--- src/rtl/mux_2to1_pkg.sv ---
// Shared constants and helpers for the mux_2to1 block.
// Holds the default data width and the select-transition counter
// width and saturation value.
package mux_2to1_pkg;

    localparam int unsigned DATA_W_DEFAULT = 32;
    localparam int unsigned SEL_CNT_W      = 16;
    localparam logic [SEL_CNT_W-1:0] SEL_CNT_MAX = {SEL_CNT_W{1'b1}};

    // Saturating increment for the select-transition counter.
    function automatic logic [SEL_CNT_W-1:0] sat_inc(input logic [SEL_CNT_W-1:0] cnt);
        logic [SEL_CNT_W-1:0] nxt;
        if (cnt == SEL_CNT_MAX) begin
            nxt = cnt;
        end else begin
            nxt = cnt + {{(SEL_CNT_W-1){1'b0}}, 1'b1};
        end
        return nxt;
    endfunction

endpackage

--- src/rtl/mux_2to1_comb.sv ---
// Parameterised purely combinational 2:1 select.
// Output follows v when selm=0 and w when selm=1, with no clock or
// reset involvement, so it can drive same-cycle index/address paths.
module mux_2to1_comb
    import mux_2to1_pkg::*;
#(
    parameter int unsigned k = DATA_W_DEFAULT
) (
    input  logic [k-1:0] v,
    input  logic [k-1:0] w,
    input  logic         selm,
    output logic [k-1:0] f
);

    // Select between the two data inputs.
    always_comb begin
        f = v;
        if (selm) begin
            f = w;
        end else begin
            f = v;
        end
    end

endmodule

--- src/rtl/mux_2to1.sv ---
// 2:1 multiplexer with an optional registered copy of the result.
// F is the zero-latency select; Fq/Fq_vld are a load-enabled register
// stage with synchronous active-low reset.
// Optional feature: define MUX_2TO1_SELCNT_EN to build a saturating
// count of Selm transitions on SelCnt; otherwise SelCnt is tied to 0
// and no counter or select flops exist.
module mux_2to1
    import mux_2to1_pkg::*;
#(
    parameter int unsigned k = DATA_W_DEFAULT
) (
    input  logic                 Clk,
    input  logic                 Rst_n,
    input  logic [k-1:0]         V,
    input  logic [k-1:0]         W,
    input  logic                 Selm,
    input  logic                 En,
    output logic [k-1:0]         F,
    output logic [k-1:0]         Fq,
    output logic                 Fq_vld,
    output logic [SEL_CNT_W-1:0] SelCnt
);

    logic [k-1:0] f_s;
    logic [k-1:0] fq_r;
    logic         fq_vld_r;

    mux_2to1_comb #(
        .k (k)
    ) u_comb (
        .v    (V),
        .w    (W),
        .selm (Selm),
        .f    (f_s)
    );

    assign F      = f_s;
    assign Fq     = fq_r;
    assign Fq_vld = fq_vld_r;

    // Result register: reset wins over load; valid is sticky until reset.
    always_ff @(posedge Clk) begin
        if (!Rst_n) begin
            fq_r     <= {k{1'b0}};
            fq_vld_r <= 1'b0;
        end else if (En) begin
            fq_r     <= f_s;
            fq_vld_r <= 1'b1;
        end else begin
            fq_r     <= fq_r;
            fq_vld_r <= fq_vld_r;
        end
    end

`ifdef MUX_2TO1_SELCNT_EN
    logic                 selm_r;
    logic [SEL_CNT_W-1:0] sel_cnt_r;

    // Track previous select and count edges where it changed (saturating).
    always_ff @(posedge Clk) begin
        if (!Rst_n) begin
            selm_r    <= 1'b0;
            sel_cnt_r <= {SEL_CNT_W{1'b0}};
        end else begin
            selm_r <= Selm;
            if (Selm != selm_r) begin
                sel_cnt_r <= sat_inc(sel_cnt_r);
            end else begin
                sel_cnt_r <= sel_cnt_r;
            end
        end
    end

    assign SelCnt = sel_cnt_r;
`else
    assign SelCnt = {SEL_CNT_W{1'b0}};
`endif

endmodule

--- config.mk ---
export PLATFORM = sky130hd
export DESIGN_NAME = mux_2to1
export DESIGN_NICKNAME = d
export VERILOG_FILES = /design/src/rtl/mux_2to1_pkg.sv /design/src/rtl/mux_2to1_comb.sv /design/src/rtl/mux_2to1.sv
export SDC_FILE = /design/constraint.sdc
export NUM_CORES = 1
export LEC_CHECK = 0
export ABC_CLOCK_PERIOD_IN_PS = 2020
export CAP_MARGIN = 20
export CORE_UTILIZATION = 35
export CTS_BUF_LIST = sky130_fd_sc_hd__clkbuf_8
export DETAILED_ROUTE_END_ITERATION = 7
export HOLD_SLACK_MARGIN = 0.06
export PLACE_DENSITY = 0.83
export SLEW_MARGIN = 40
export SYNTH_ARGS = -nofsm -noshare
export SYNTH_HDL_FRONTEND = slang
export SYNTH_HIERARCHICAL = 1
export SYNTH_SLANG_ARGS = --single-unit
--- constraint.sdc ---
create_clock -name Clk -period 2.02 [get_ports Clk]
set_clock_uncertainty 0.2 [all_clocks]
set_input_delay 0.606 -clock Clk [delete_from_list [all_inputs] [get_ports Clk]]
set_output_delay 0.606 -clock Clk [all_outputs]
set_load 0.01 [all_outputs]
==> results.toml, run 1 <==
[finish]
syn_to_final_growth_pct = 84.45
fin_nets = 386
layout_common_cells = "64 x dlygate4sd2_1, 33 x dfxtp_1"
fin_area_um2 = 3577
fillerInstances = 433
stdcell_count = 388
n_antenna_cell = 0
final_common_cell = "dlygate4sd2_1"
seq_area_um2 = 660.6
layout-drive-gt1-share = 0.3302
multi_input_area_um2 = 1069

[critical_path]
crit_path_max_fanout = 6
endpoint = "F[11]"
worstSetupEndpointType = "output pin"
path_cells = "buf_12, buf_12, mux2_4, buf_6"
crit_required_ns = 1.21
worst-r2r-cell-count = 2
path_class = "in -> out"
r2r_start = "Fq[21]$_SDFFE_PN0P_"
worst_path_max_delay_cell = "mux2_4"
start_kind = "primary input"
arrival_ns = 1.32
crit_start = "Selm"
slowest_delay_ns = 0.31
r2r_end = "Fq[21]$_SDFFE_PN0P_"
r2r_slack_ns = 1.15
cpMostUsedCell = "buf_12"

[power]
intPower_w = 0.001397
power.share.clock = 0.256
leakage_nw = 1.818
cellPowerDensity_nw_per_um2 = 525.0
power.share.sequential = 0.382
p_comb_frac = 0.361
ir_drop_mv = 0.3332
p_sw_frac = 0.2561
power.switching_w = 0.0004809

[route]
wl_per_cell_um = 13.36
drt-vias-per-instance = 4.327
drtIter0Drc = 33
drc_errors = 0
dr_total_vias = 1679
wirelength_mm = 5.185
ant_nets = 0
drtPass1Iterations = 3

[clock_network]
ctsHtreeMaxLevel = 2
cts_tree = "yes"
cts-root-buf = "clkbuf_8"
clock_sinks = 33
cts_buffers = 5
cts_buffer_depth = 2
clk_pin_slew_ns = 0.06
clk_latency_ns = 0.28

[yosys]
yosysSeqAreaShare = 0.3406
ys_ff_latch = 33
syn-cell-area_um2 = 1939
synth_cells = 158
synth_top_area_share = 0.3406
yosysWarnings = 6
synth_area_leader_cell = "dfxtp_1"
synthTopCellsByArea = "dfxtp_1 34%, mux2_4 23%, mux2i_1 17%"
avgSynthCellArea_um2 = 12.27
yosysUniqueCellTypes = 11

[placement]
dp_hpwl_mm = 3.561
place_congestion = 0.6654
placed_area_um2 = 3298
io_buffers = 132
pre_cts_ws_ns = -0.5683
placed_cells = 365

[sta]
fin_crit_sh = 1.054
rsz0062_at_grt = "true"
period_needed_ns = 2.128
hold_viol = 0
tns_ns = -3.199
drv_slew = 0
fmax_mhz = 469.9
timing.hold.ws_ns = 0.2676
finalSetupViolations = 32
setup_slack_ns = -0.1081

[outcome]
violations = "setup timing"
run_status = "finished with violations"

[floorplan]
die_area_um2 = 5843
die_w_um = 76.44
num_rows = 26
io-pin-count = 149
start_util = 0.3703
coreArea_um2 = 5238
dieHeight_um = 76.44

[global_routing]
grt.overflow.total = 0
grt_usage = 0.1844
grt_pass1_vias = 1722
grt_pass1_wl_mm = 8.355
grt_max_degree = 34
grt_antenna_before_repair = 0

[job]
cap_violations = 0

[worst_hold_path]
hold_class = "reg -> reg"
[worst min-delay path by stage]
stage | depth (start not counted) | endpoint | slack, ns | start
after floorplan | 1 | Fq_vld$_SDFFE_PN0P_ | 0.30 | Fq_vld$_SDFFE_PN0P_
after global placement | 1 | Fq_vld$_SDFFE_PN0P_ | 0.23 | Fq_vld$_SDFFE_PN0P_
after detailed placement | 1 | Fq_vld$_SDFFE_PN0P_ | 0.26 | Fq_vld$_SDFFE_PN0P_
after CTS | 1 | Fq_vld$_SDFFE_PN0P_ | 0.27 | Fq_vld$_SDFFE_PN0P_
after global routing | 1 | Fq_vld$_SDFFE_PN0P_ | 0.30 | Fq_vld$_SDFFE_PN0P_
final | 1 | Fq_vld$_SDFFE_PN0P_ | 0.27 | Fq_vld$_SDFFE_PN0P_
[power by group through the flow]
| stage | combinational (W) | sequential, W | clock (W) |
|---|---|---|---|
| floorplan | 0.000292 | 0.000753 | 0 |
| global placement | 0.000637 | 0.000730 | 0 |
| detailed placement | 0.000647 | 0.000731 | 0 |
| CTS | 0.000684 | 0.000718 | 0.000503 |
| global route | 0.000724 | 0.000723 | 0.000527 |
| finish | 0.000679 | 0.000718 | 0.000482 |
[cells by family (layout without fill, tap and decap cells)]
family / count (synthesis) / count (layout) / synth area share
compound gates: 1 / 1 / 0.003872
simple gates: 32 / 32 / 0.1032
flops: 33 / 33 / 0.3406
mux: 64 / 64 / 0.4090
other cells: 1 / 16 / 0.001934
buf+inv: 27 / 172 / 0.1413
[synthesized netlist by cell type]
| master | count |
|---|---|
| mux2_4 | 30 |
| clkbuf_1 | 3 |
| conb_1 | 1 |
| mux2_2 | 2 |
| buf_4 | 16 |
| mux2i_1 | 32 |
| nor2b_1 | 32 |
| dfxtp_1 | 33 |
| buf_6 | 2 |
| o21a_1 | 1 |
| buf_12 | 6 |
[final cells by class]
cell class / count / area share
repair buffers: 165 / 0.4680
clock buffers: 6 / 0.02308
flip-flops and latches: 33 / 0.1847
clock inverters: 1 / 0.001049
multi-input cells: 113 / 0.2987
well taps: 70 / 0.02448
[stage by stage]
stage | util | power (W)
final | 0.6830 | 0.001878
after global routing | 0.6830 | 0.001973
after CTS | 0.6811 | 0.001905
after detailed placement | 0.6297 | 0.001378
after global placement | 0.6297 | 0.001366
after floorplan | - | 0.001045
[critical path, delay by kind of cell]
kind / cells / cell delay [ns]
muxes: 1 / 0.31
buffers and inverters: 3 / 0.40
[sequential cells by signal, indices dropped and copies added (netlist names)]
name	count
Fq_vld	1
Fq	32
[metal layers]
layer	GRT usage	part of all wire	up-vias
met5	0	0	-
met4	0.06346	0.013	0
met3	0.05629	0.074	8
met2	0.3396	0.53	78
met1	0.1975	0.39	773
li1	-	-	820
[what timing repair did]
item | 4_1_cts | 5_1_grt
cloned | 4 | 0
resized for setup | 234 | 4
buffers inserted | 12 | 0
hold buffers | 0 | 0
endpoints found under the setup margin | 32 | 36
Note: power is estimated with default switching activity, not from simulation.
==> inputs of run 2 (changes only) <==
CORE_UTILIZATION = 34   (was 35)
CTS_BUF_LIST = default   (was sky130_fd_sc_hd__clkbuf_8)
PLACE_DENSITY = 0.81   (was 0.83)
==> results.toml, run 2 (synthesis results as in run 1) <==
[outcome]
run_status = "finished with violations"
violations = "setup timing"

[power]
leakage_nw = 1.820
p_total_w = 0.001937
power.share.sequential = 0.370
p_sw_frac = 0.2551
intPower_w = 0.001443
ir_drop_mv = 0.2816
power.switching_w = 0.0004941
power.share.clock = 0.278
p_comb_frac = 0.352
cellPowerDensity_nw_per_um2 = 537.6

[clock_network]
cts_buffers = 5
clk_pin_slew_ns = 0.07
clock_sinks = 33
cts_tree = "yes"
ctsHtreeMaxLevel = 2
clk_latency_ns = 0.27
postCtsHoldBufs = 0
cts-root-buf = "clkbuf_8"
cts_buffer_depth = 2

[critical_path]
worst_path_max_delay_cell = "mux2_4"
cpMostUsedCell = "buf_12"
arrival_ns = 1.42
crit_required_ns = 1.21
start_kind = "primary input"
worstSetupEndpointType = "output pin"
slowest_delay_ns = 0.30
path_class = "in -> out"
path_cells = "buf_12, buf_12, buf_8, mux2_4, buf_6"
crit_path_max_fanout = 5

[floorplan]
start_util = 0.3522
die_w_um = 77.53
dieHeight_um = 77.53
num_rows = 27
coreArea_um2 = 5507
io-pin-count = 149
die_area_um2 = 6010

[route]
ant_nets = 0
drtIter0Drc = 18
drt-vias-per-instance = 4.238
dr_total_vias = 1674
wl_per_cell_um = 13.53
drc_errors = 0
drtPass1Iterations = 6
wirelength_mm = 5.345

[global_routing]
grt_antenna_before_repair = 0
grt_max_degree = 34
grt.overflow.total = 0
grt_pass1_wl_mm = 8.307
grt_usage = 0.1792
grt_pass1_vias = 1696

[finish]
n_antenna_cell = 0
final_common_cell = "dlygate4sd2_1"
layout-drive-gt1-share = 0.3437
largest_register_ffs = 32
final_util = 0.6544
stdcell_count = 395
syn_to_final_growth_pct = 85.81
fin_nets = 390
layout_common_cells = "58 x dlygate4sd2_1, 34 x clkdlybuf4s50_1, 33 x dfxtp_1, 33 x buf_6"

[placement]
dp_hpwl_mm = 3.731
place_congestion = 0.6486
placed_cells = 366
io_buffers = 132

[sta]
tns_ns = -3.685
rsz0062_at_grt = "true"
fin_crit_sh = 1.101
setup_slack_ns = -0.2032
fmax_mhz = 449.8
hold_viol = 0
period_needed_ns = 2.223
drv_slew = 0
timing.hold.ws_ns = 0.2676
finalSetupViolations = 32

[job]
cap_violations = 0

[worst_hold_path]
hold_class = "reg -> reg"
## run 2: timing repair
item,4_1_cts,5_1_grt
gates resized for setup,232,6
setup endpoints to repair,32,33
pin swaps,0,0
setup buffers,16,3
gates cloned,2,0
## run 2: power groups by stage
stage	logic (W)	registers, W	clock network [W]
floorplan	0.000292	0.000753	0
global placement	0.000633	0.000730	0
detailed placement	0.000643	0.000732	0
CTS	0.000682	0.000718	0.000558
global route	0.000726	0.000722	0.000589
finish	0.000682	0.000718	0.000538
## run 2: through the flow
step | area [um2] | worst slack, ns
2_1_floorplan | 1996 | 0.03523
3_3_place_gp | 3281 | -0.5801
3_5_place_dp | 3281 | -0.5916
4_1_cts | 3566 | -0.2127
5_1_grt | 3603 | -0.2226
6_report | 3603 | -0.2032
## run 2: final cells by class
type | count | area [um2]
clock buffer | 7 | 96.34
clock inverter | 1 | 5.005
fill | 446 | 1903
multi-input combinational | 113 | 1069
sequential | 33 | 660.6
tap | 72 | 90.09
timing repair buffer | 169 | 1683
## run 2: per-layer routing
metal	vias to the layer above	routed length [um]	track usage	part of all wire
met5	-	0	0	0
li1	827	-	-	-
met1	755	2120	0.1919	0.40
met2	85	2702	0.3292	0.51
met4	0	69	0.06038	0.013
met3	7	453	0.05647	0.085
## run 2: path summary, 6_finish.rpt
kind	from	endpoint	slack (ns)	depth (start not counted)
setup / recovery	Selm	F[17]	-0.20	5
hold / removal	Fq_vld$_SDFFE_PN0P_	Fq_vld$_SDFFE_PN0P_	0.27	1
setup reg to reg	Fq[24]$_SDFFE_PN0P_	Fq[24]$_SDFFE_PN0P_	1.18	2
hold reg to reg	Fq_vld$_SDFFE_PN0P_	Fq_vld$_SDFFE_PN0P_	0.27	1
## run 2: worst max-delay path, delay by kind of cell
kind                   cells  cell delay, ns
buffers and inverters      4            0.50
muxes                      1            0.30
